### src/rtl/serial_adder_ctrl_if.sv
// Request/result bundle for the bit-serial adder controller.
//
// Signals:
//   start     request strobe (requester -> controller)
//   a, b      WIDTH-bit operands, captured on the accepted start edge
//   cin       carry-in, captured on the accepted start edge
//   busy      high while an addition is being shifted through
//   done      one-cycle pulse when the result registers update
//   sum       registered result, held until the next completion
//   cout      carry out of bit WIDTH-1
//   overflow  signed overflow of the completed addition
//
// Handshake: start is a level sampled on every rising edge, but only when the
// controller is idle or in its done cycle; a sampled start=1 there accepts
// a/b/cin on that same edge. While busy=1 start is ignored. done is high for
// exactly one cycle and sum/cout/overflow are valid from that cycle onward.
interface serial_adder_ctrl_if #(
  parameter int WIDTH = 8
);
  logic             start;
  logic [WIDTH-1:0] a;
  logic [WIDTH-1:0] b;
  logic             cin;
  logic             busy;
  logic             done;
  logic [WIDTH-1:0] sum;
  logic             cout;
  logic             overflow;

  modport master (
    output start, a, b, cin,
    input  busy, done, sum, cout, overflow
  );

  modport slave (
    input  start, a, b, cin,
    output busy, done, sum, cout, overflow
  );
endinterface

### src/rtl/serial_adder_ctrl.sv
// Bit-serial addition controller: adds two WIDTH-bit operands one bit per
// clock, LSB first, through a single one-bit full adder.
//
// Ports:
//   clk        rising-edge clock
//   reset      synchronous, active-high; clears all state and outputs
//   bus        serial_adder_ctrl_if slave side (start/a/b/cin in,
//              busy/done/sum/cout/overflow out)
//   state_dbg  current FSM state (0=IDLE, 1=RUN, 2=DONE)
//
// Timing: with start accepted at edge E0, busy is high for the WIDTH cycles
// after E0 and done is high in cycle WIDTH+1. A start seen during the done
// cycle is accepted immediately, so one addition completes per WIDTH+1 cycles.
module serial_adder_ctrl #(
  parameter int WIDTH = 8
) (
  input  logic               clk,
  input  logic               reset,
  serial_adder_ctrl_if.slave bus,
  output logic [1:0]         state_dbg
);

  localparam int CW = $clog2(WIDTH);
  localparam logic [CW-1:0] LAST = CW'(WIDTH - 1);

  typedef enum logic [1:0] {
    IDLE = 2'd0,
    RUN  = 2'd1,
    DONE = 2'd2
  } state_t;

  state_t state, state_nxt;

  logic [WIDTH-1:0] a_sh;
  logic [WIDTH-1:0] b_sh;
  // Holds the WIDTH-1 sum bits produced so far; the final bit goes straight
  // into the result register on the last step.
  logic [WIDTH-2:0] sum_sh;
  logic             carry_q;
  logic [CW-1:0]    cnt;

  logic [WIDTH-1:0] sum_q;
  logic             cout_q;
  logic             overflow_q;

  logic             accept;
  logic             last_bit;
  logic             fa_s;
  logic             fa_c;
  logic [WIDTH-1:0] sum_nxt;

  // One-bit full adder on the current LSBs and the running carry.
  assign fa_s = a_sh[0] ^ b_sh[0] ^ carry_q;
  assign fa_c = (a_sh[0] & b_sh[0]) | (carry_q & (a_sh[0] ^ b_sh[0]));

  assign sum_nxt  = {fa_s, sum_sh};
  assign last_bit = (cnt == LAST);
  assign accept   = bus.start && (state == IDLE || state == DONE);

  always_ff @(posedge clk) begin
    if (reset) state <= IDLE;
    else       state <= state_nxt;
  end

  always_comb begin
    state_nxt = state;
    bus.busy  = 1'b0;
    bus.done  = 1'b0;
    case (state)
      IDLE: begin
        if (bus.start) state_nxt = RUN;
      end
      RUN: begin
        bus.busy = 1'b1;
        if (last_bit) state_nxt = DONE;
      end
      DONE: begin
        bus.done  = 1'b1;
        state_nxt = bus.start ? RUN : IDLE;
      end
      default: state_nxt = IDLE;
    endcase
  end

  always_ff @(posedge clk) begin
    if (reset) begin
      a_sh       <= '0;
      b_sh       <= '0;
      sum_sh     <= '0;
      carry_q    <= 1'b0;
      cnt        <= '0;
      sum_q      <= '0;
      cout_q     <= 1'b0;
      overflow_q <= 1'b0;
    end else if (accept) begin
      a_sh    <= bus.a;
      b_sh    <= bus.b;
      carry_q <= bus.cin;
      cnt     <= '0;
    end else if (state == RUN) begin
      sum_sh  <= sum_nxt[WIDTH-1:1];
      carry_q <= fa_c;
      a_sh    <= a_sh >> 1;
      b_sh    <= b_sh >> 1;
      if (last_bit) begin
        // At the MSB step carry_q is the carry into the MSB, so signed
        // overflow is that carry XOR the carry out.
        sum_q      <= sum_nxt;
        cout_q     <= fa_c;
        overflow_q <= carry_q ^ fa_c;
      end else begin
        cnt <= cnt + 1'b1;
      end
    end
  end

  assign bus.sum      = sum_q;
  assign bus.cout     = cout_q;
  assign bus.overflow = overflow_q;
  assign state_dbg    = state;

endmodule

### src/flat_wrapper.sv
// flat-port wrapper written by rule: the top's interface ports become plain ports
module serial_adder_ctrl_flat 
#(
  parameter int WIDTH = 8
)
  (clk, reset, state_dbg, bus_start, bus_a, bus_b, bus_cin, bus_busy, bus_done, bus_sum, bus_cout, bus_overflow);
  serial_adder_ctrl_if #(.WIDTH(WIDTH)) bus_i ();
  input  logic clk;
  input  logic reset;
  output logic [1:0] state_dbg;
  input wire logic [$bits(bus_i.start)-1:0] bus_start;
  input wire logic [$bits(bus_i.a)-1:0] bus_a;
  input wire logic [$bits(bus_i.b)-1:0] bus_b;
  input wire logic [$bits(bus_i.cin)-1:0] bus_cin;
  output wire logic [$bits(bus_i.busy)-1:0] bus_busy;
  output wire logic [$bits(bus_i.done)-1:0] bus_done;
  output wire logic [$bits(bus_i.sum)-1:0] bus_sum;
  output wire logic [$bits(bus_i.cout)-1:0] bus_cout;
  output wire logic [$bits(bus_i.overflow)-1:0] bus_overflow;
  assign bus_i.start = bus_start;
  assign bus_i.a = bus_a;
  assign bus_i.b = bus_b;
  assign bus_i.cin = bus_cin;
  assign bus_busy = bus_i.busy;
  assign bus_done = bus_i.done;
  assign bus_sum = bus_i.sum;
  assign bus_cout = bus_i.cout;
  assign bus_overflow = bus_i.overflow;
  serial_adder_ctrl #(.WIDTH(WIDTH)) u_core (.clk(clk), .reset(reset), .bus(bus_i), .state_dbg(state_dbg));
endmodule
### config.mk
export PLATFORM = sky130hd
export DESIGN_NAME = serial_adder_ctrl_flat
export DESIGN_NICKNAME = d
export VERILOG_FILES = /design/src/rtl/serial_adder_ctrl_if.sv /design/src/rtl/serial_adder_ctrl.sv /design/src/flat_wrapper.sv
export SDC_FILE = /design/constraint.sdc
export NUM_CORES = 1
export LEC_CHECK = 0
export ABC_AREA = 1
export CAP_MARGIN = 10
export CORE_UTILIZATION = 36
export CTS_CLUSTER_SIZE = 14
export DETAILED_ROUTE_END_ITERATION = 8
export PLACE_DENSITY = 0.61
export SKIP_CTS_REPAIR_TIMING = 1
export SYNTH_ARGS = -nofsm -noshare
export SYNTH_HDL_FRONTEND = slang
export SYNTH_SLANG_ARGS = --single-unit
### constraint.sdc
create_clock -name clk -period 1.2 [get_ports clk]
set_input_delay 0.24 -clock clk [delete_from_list [all_inputs] [get_ports clk]]
set_output_delay 0.24 -clock clk [all_outputs]
set_load 0.05 [all_outputs]
==> results of run 1 <==
[stage by stage]
stage,setup slack [ns],util [%],total power [W],hold slack [ns],std cells
2_1_floorplan,-0.03073,-,0.001767,0.3872,231
3_3_place_gp,-0.1901,48.58,0.001906,0.4618,335
3_5_place_dp,-0.1913,48.58,0.001916,0.4612,335
4_1_cts,-0.2682,50.22,0.002772,0.4725,343
5_1_grt,-0.2144,53.92,0.002983,0.4997,354
6_report,-0.1676,53.92,0.002839,0.4783,354
[cell type report]
cell class | instances | share of cell area (%)
well taps | 70 | 3.180
multi-input cells | 152 | 36.07
clock inverters | 3 | 0.5452
repair buffers | 59 | 24.90
clock buffers | 5 | 2.499
flip-flops and latches | 39 | 28.81
inverters | 26 | 3.998
[power by group]
part | internal [W] | switching [W]
clock | 0.000398 | 0.000470
combinational | 0.000267 | 0.000296
sequential | 0.00136 | 0.0000499
total | 0.00202 | 0.000816
[worst max path at each step]
stage | slack [ns] | endpoint | cells after the start | start
after global placement | -0.19 | u_core.cnt[1] | 6 | bus_start
after CTS | -0.27 | bus_busy | 4 | u_core.state_dbg[0]
after floorplan | -0.03 | u_core.bus.sum[7] | 7 | u_core.state_dbg[0]
final | -0.17 | bus_busy | 4 | u_core.state_dbg[0]
after detailed placement | -0.19 | u_core.cnt[1] | 6 | bus_start
after global routing | -0.21 | bus_busy | 4 | u_core.state_dbg[0]
[cell families (layout without fill, tap and decap cells)]
logic type      Yosys count  count (layout)  share of synthesized area, %
buf+inv                  42              93                         12.71
flops                    39              39                         41.11
fa+ha+maj                 3               3                         2.371
simple gates            107             109                         30.70
xor+xnor                  1               1                        0.4612
compound gates           39              39                         12.65
[synth_stat cells, types with 2 or more instances]
master	n
nand3_1	49
inv_1	24
buf_2	6
buf_8	2
buf_4	2
nand2_8	2
dfxtp_1	39
buf_6	3
clkbuf_1	2
ha_1	2
a21oi_1	16
o21ai_0	8
nand2_1	30
a21oi_2	10
o21ai_1	2
nor2_1	13
nand3_2	11
a21boi_0	3
[metal layers]
| metal | routed length, um | up-vias |
|---|---|---|
| met5 | 0 | - |
| met4 | 44 | 0 |
| met3 | 133 | 5 |
| met2 | 2268 | 33 |
| met1 | 1956 | 789 |
| li1 | - | 863 |
[registers in the layout, summed over array words and instances, names as in the netlist]
register and cells:
u_core.bus.overflow 1, u_core.b_sh 8, u_core.bus.cout 1, u_core.sum_sh 7
u_core.carry_q 1, u_core.a_sh 8, u_core.cnt 3, u_core.bus.sum 8
u_core.state_dbg 2
[worst register-to-register path, cell delays in order, from the launching register on]
cell	delay, ns
dfxtp_4	0.39
inv_8	0.04
nor2_8	0.15
buf_4	0.17
nand3_1	0.10
buf_4	0.16
o21ai_1	0.10
==> results_dict.tcl, run 1 <==
set metrics [dict create \
    reg2reg_depth 6 \
    portBuffers 33 \
    ant_nets 0 \
    met2_usage_pct 29.43 \
    hold_violations 0 \
    path_clk_slew_ns 0.08 \
    place_area_mm2 0.002481 \
    crit_slowest_cell "dfxtp_4" \
    cts-root-buf "clkbuf_8" \
    core_mm2 0.005107 \
    yosysWarnings 0 \
    place_hpwl_um 2813 \
    hp-class "flip-flop to flip-flop" \
    diodes 0 \
    skew_ns 0.009536 \
    path_cells "inv_8 > nor2_8 > buf_12 > buf_12" \
    clock.fmax_mhz 731.2 \
    io_pins 34 \
    fin_area_mm2 0.002754 \
    gp_congestion 0.7601 \
    p_leak_nw 1.076 \
    wl_per_cell_um 12.44 \
    cp-end-kind "primary output" \
    seq_area_um2 793.3 \
    tightest_slew_ns 0.3030 \
    drt_first_iter_violations 78 \
    r2r_end "u_core.bus.sum[5]" \
    hp-start "u_core.cnt[1]" \
    syn_inst 231 \
    min_period_over_period_pct 114.0 \
    synth_enable_flop_cells 0 \
    grt_pass1_vias 1581 \
    violations "negative setup slack" \
    mostFrequentLayoutCells "nand3_1 (47), dfxtp_1 (33), nand2_1 (29), inv_1 (23), buf_4 (23)" \
    fillCellCount 482 \
    initial_core_util_pct 37.19 \
    setup_viol 3 \
    rsz0062_at_grt "true" \
    top_usage_layer "met2" \
    antenna_found_initial 0 \
    r2r_slack_ns 0.02 \
    drive_gt1_share_pct 33.45 \
    core.rowCount 26 \
    async_flop_share_pct 0 \
    syn_area_per_cell_um2 8.222 \
    yosys.area.top_type "dfxtp_1" \
    grt_usage_pct 16.77 \
    vias 1690 \
    path_delay_family "flip-flops" \
    clkLatencyLatePin_ns 0.30 \
    cts_tree "yes" \
    status "finished with violations" \
    final_common_cell "nand3_1" \
    die_h_um 74.64 \
    grt_max_degree 28 \
    cp_slowest_stage_delay_ns 0.39 \
    nets 306 \
    r2r-start "u_core.state_dbg[0]" \
    yosys_most_used_dff "dfxtp_1" \
    grt_pass1_wl_um 6996 \
    met3_usage_pct 4.418 \
    critPathLaunchType "flip-flop" \
    slew_viol_final 0 \
    syn_area_mm2 0.001899 \
    irDropWorstVdd_mv 0.4310 \
    min_period_ns 1.368 \
    setup_ws_ns -0.1676 \
    syn_nets 254 \
    max-slew-margin-rel_pct 79.80 \
    die_x_um 74.64 \
    wirelength_um 4402 \
    use_met1_pct 19.60 \
    vias_per_cell 4.774 \
    whs_path_depth 2 \
    clock_sinks 39 \
    drv_cap 0 \
    synth-seq-cells 39 \
    ys_types 25 \
    area_growth_pct 44.99 \
    cts_buffer_depth 2 \
    multi_input_area_um2 993.5 \
    synth_top_area_share_pct 41.11 \
    critPathBufInv 3 \
    arrival_ns 1.13 \
    cts_buffers 5 \
    dieArea_mm2 0.005570 \
    crit_top_cell "buf_12" \
    required_ns 0.96 \
    h-tree-depth 2 \
    drtPass1Iterations 4 \
    worstHoldEndpoint "u_core.cnt[1]" \
    grt_overflow 0 \
    worst-path-max-fanout 6 \
    power_density_mw_per_mm2 1031 \
    crit_type "flip-flop to primary output" \
    drc 0 \
    setup-tns-final_ns -0.3376 \
    netlist_top_cells_area "dfxtp_1 (41%), nand3_1 (13%), nand2_1 (5.9%), nand3_2 (5.8%), inv_1 (4.7%)" \
    seq_area_frac_synth_pct 41.11 \
]
(Power assumes the default switching activity.)
==> run 2, diff against run 1 <==
- CORE_UTILIZATION: 36 -> 40
- PLACE_DENSITY: 0.61 -> 0.67
==> results_dict.tcl, run 2 (same netlist as run 1, synthesis figures left out) <==
set metrics [dict create \
    diodes 0 \
    clkLatencyLatePin_ns 0.28 \
    drtPass1Iterations 6 \
    grt_pass1_vias 1517 \
    status "finished with violations" \
    fin_util_pct 58.90 \
    wl_per_cell_um 11.63 \
    antenna_found_initial 0 \
    cts-root-buf "clkbuf_8" \
    cts_tree "yes" \
    p_int_w 0.002016 \
    required_ns 0.96 \
    cp-end-kind "primary output" \
    tightest_slew_ns 0.2035 \
    nets 299 \
    gp_congestion 0.7312 \
    cts_buffer_depth 2 \
    p_sw_share_pct 27.06 \
    min_period_ns 1.363 \
    clkPwrFrac_pct 30.8 \
    drc 0 \
    critPathLaunchType "flip-flop" \
    area_growth_pct 37.81 \
    place_hpwl_um 2682 \
    crit_type "flip-flop to primary output" \
    clock_sinks 39 \
    portBuffers 33 \
    skew_ns 0.004423 \
    clock.fmax_mhz 733.9 \
    hold-worst-slack_ns 0.4789 \
    setup_viol 3 \
    cts_buffers 5 \
    dieArea_mm2 0.005028 \
    die_h_um 70.91 \
    io_pins 34 \
    r2r-start "u_core.state_dbg[0]" \
    irDropWorstVdd_mv 0.4594 \
    drv_cap 0 \
    vias_per_cell 4.982 \
    power_switching_w 0.0007478 \
    min_period_over_period_pct 113.6 \
    mostFrequentLayoutCells "nand3_1 (48), dfxtp_1 (35), nand2_1 (29), inv_1 (23)" \
    ant_nets 0 \
    h-tree-depth 2 \
    slew_viol_final 0 \
    rsz0062_at_grt "true" \
    grt_pass1_wl_um 6644 \
    violations "negative setup slack" \
    grt_usage_pct 16.66 \
    arrival_ns 1.12 \
    max-slew-margin-rel_pct 86.40 \
    pwr-share-seq_pct 50.8 \
    wirelength_um 3825 \
    fillCellCount 415 \
    core_mm2 0.004444 \
    initial_core_util_pct 42.74 \
    final_common_cell "nand3_1" \
    vias 1639 \
    grt_overflow 0 \
    p_leak_nw 1.044 \
    p_comb_share_pct 18.3 \
    hold_violations 0 \
    drive_gt1_share_pct 28.52 \
    setup_ws_ns -0.1627 \
    crit_path_start "u_core.state_dbg[0]" \
    hp-start "u_core.sum_sh[3]" \
    hp-class "flip-flop to flip-flop" \
    power_density_mw_per_mm2 1056 \
    grt_max_degree 28 \
    core.rowCount 24 \
    path_clk_slew_ns 0.07 \
    drt_first_iter_violations 67 \
    die_x_um 70.91 \
    worst-path-max-fanout 6 \
]
## run 2: cell count changes in the layout (fill, tap and decap cells not counted), moves of 2 or more
cell / delta
buf_6: -2
nand2_8: -3
clkbuf_1: +3
clkinv_2: -3
buf_4: -4
dfxtp_1: +2
dfxtp_2: -2
nor2_1: +2
o21ai_0: +5
o21ai_1: -5
## run 2: final timing paths
check | to | slack [ns] | depth (start not counted)
setup / recovery | bus_busy | -0.16 | 4
hold / removal | u_core.sum_sh[3] | 0.48 | 2
setup reg to reg | u_core.bus.sum[2] | 0.01 | 7
hold reg to reg | u_core.sum_sh[3] | 0.48 | 2
## run 2: power by group through the flow
stage	combinational (W)	sequential (W)	clock, W
detailed placement	0.000484	0.00143	0
finish	0.000507	0.00140	0.000852
floorplan	0.000336	0.00143	0
CTS	0.000485	0.00140	0.000862
global placement	0.000476	0.00143	0
global route	0.000561	0.00141	0.000912
## run 2: metrics by stage
stage                     instances  area, um^2  setup TNS, ns  total power (W)  worst slack [ns]
after floorplan                 231        1937        -0.1987         0.001767          -0.03073
after global placement          316        2464         -2.913         0.001906           -0.1562
after detailed placement        316        2464         -3.720         0.001916           -0.2173
after CTS                       324        2544        -0.8894         0.002751           -0.2223
after global routing            329        2618        -0.5375         0.002884           -0.2024
final                           329        2618        -0.3537         0.002764           -0.1627
## run 2: routing by layer
metal	global-route usage (%)	vias to the layer above	routed length, um
li1	-	849	-
met1	21.23	753	1782
met2	27.99	33	1882
met3	3.846	4	125
met4	5.333	0	35
met5	0	-	0
## run 2: final cells by class
| type | count | area, um^2 | area share [%] |
|---|---|---|---|
| clock buffers | 8 | 80.08 | 3.059 |
| inverters | 26 | 110.1 | 4.207 |
| multi-input cells | 150 | 918.4 | 35.09 |
| flip-flops and latches | 39 | 790.8 | 30.21 |
| well taps | 52 | 65.06 | 2.486 |
| repair buffers | 54 | 653.1 | 24.95 |
## run 2: critical path: stages (launching register included)
cell	delay, ns
dfxtp_4	0.39
inv_8	0.06
nor2_8	0.15
buf_12	0.12
buf_12	0.12
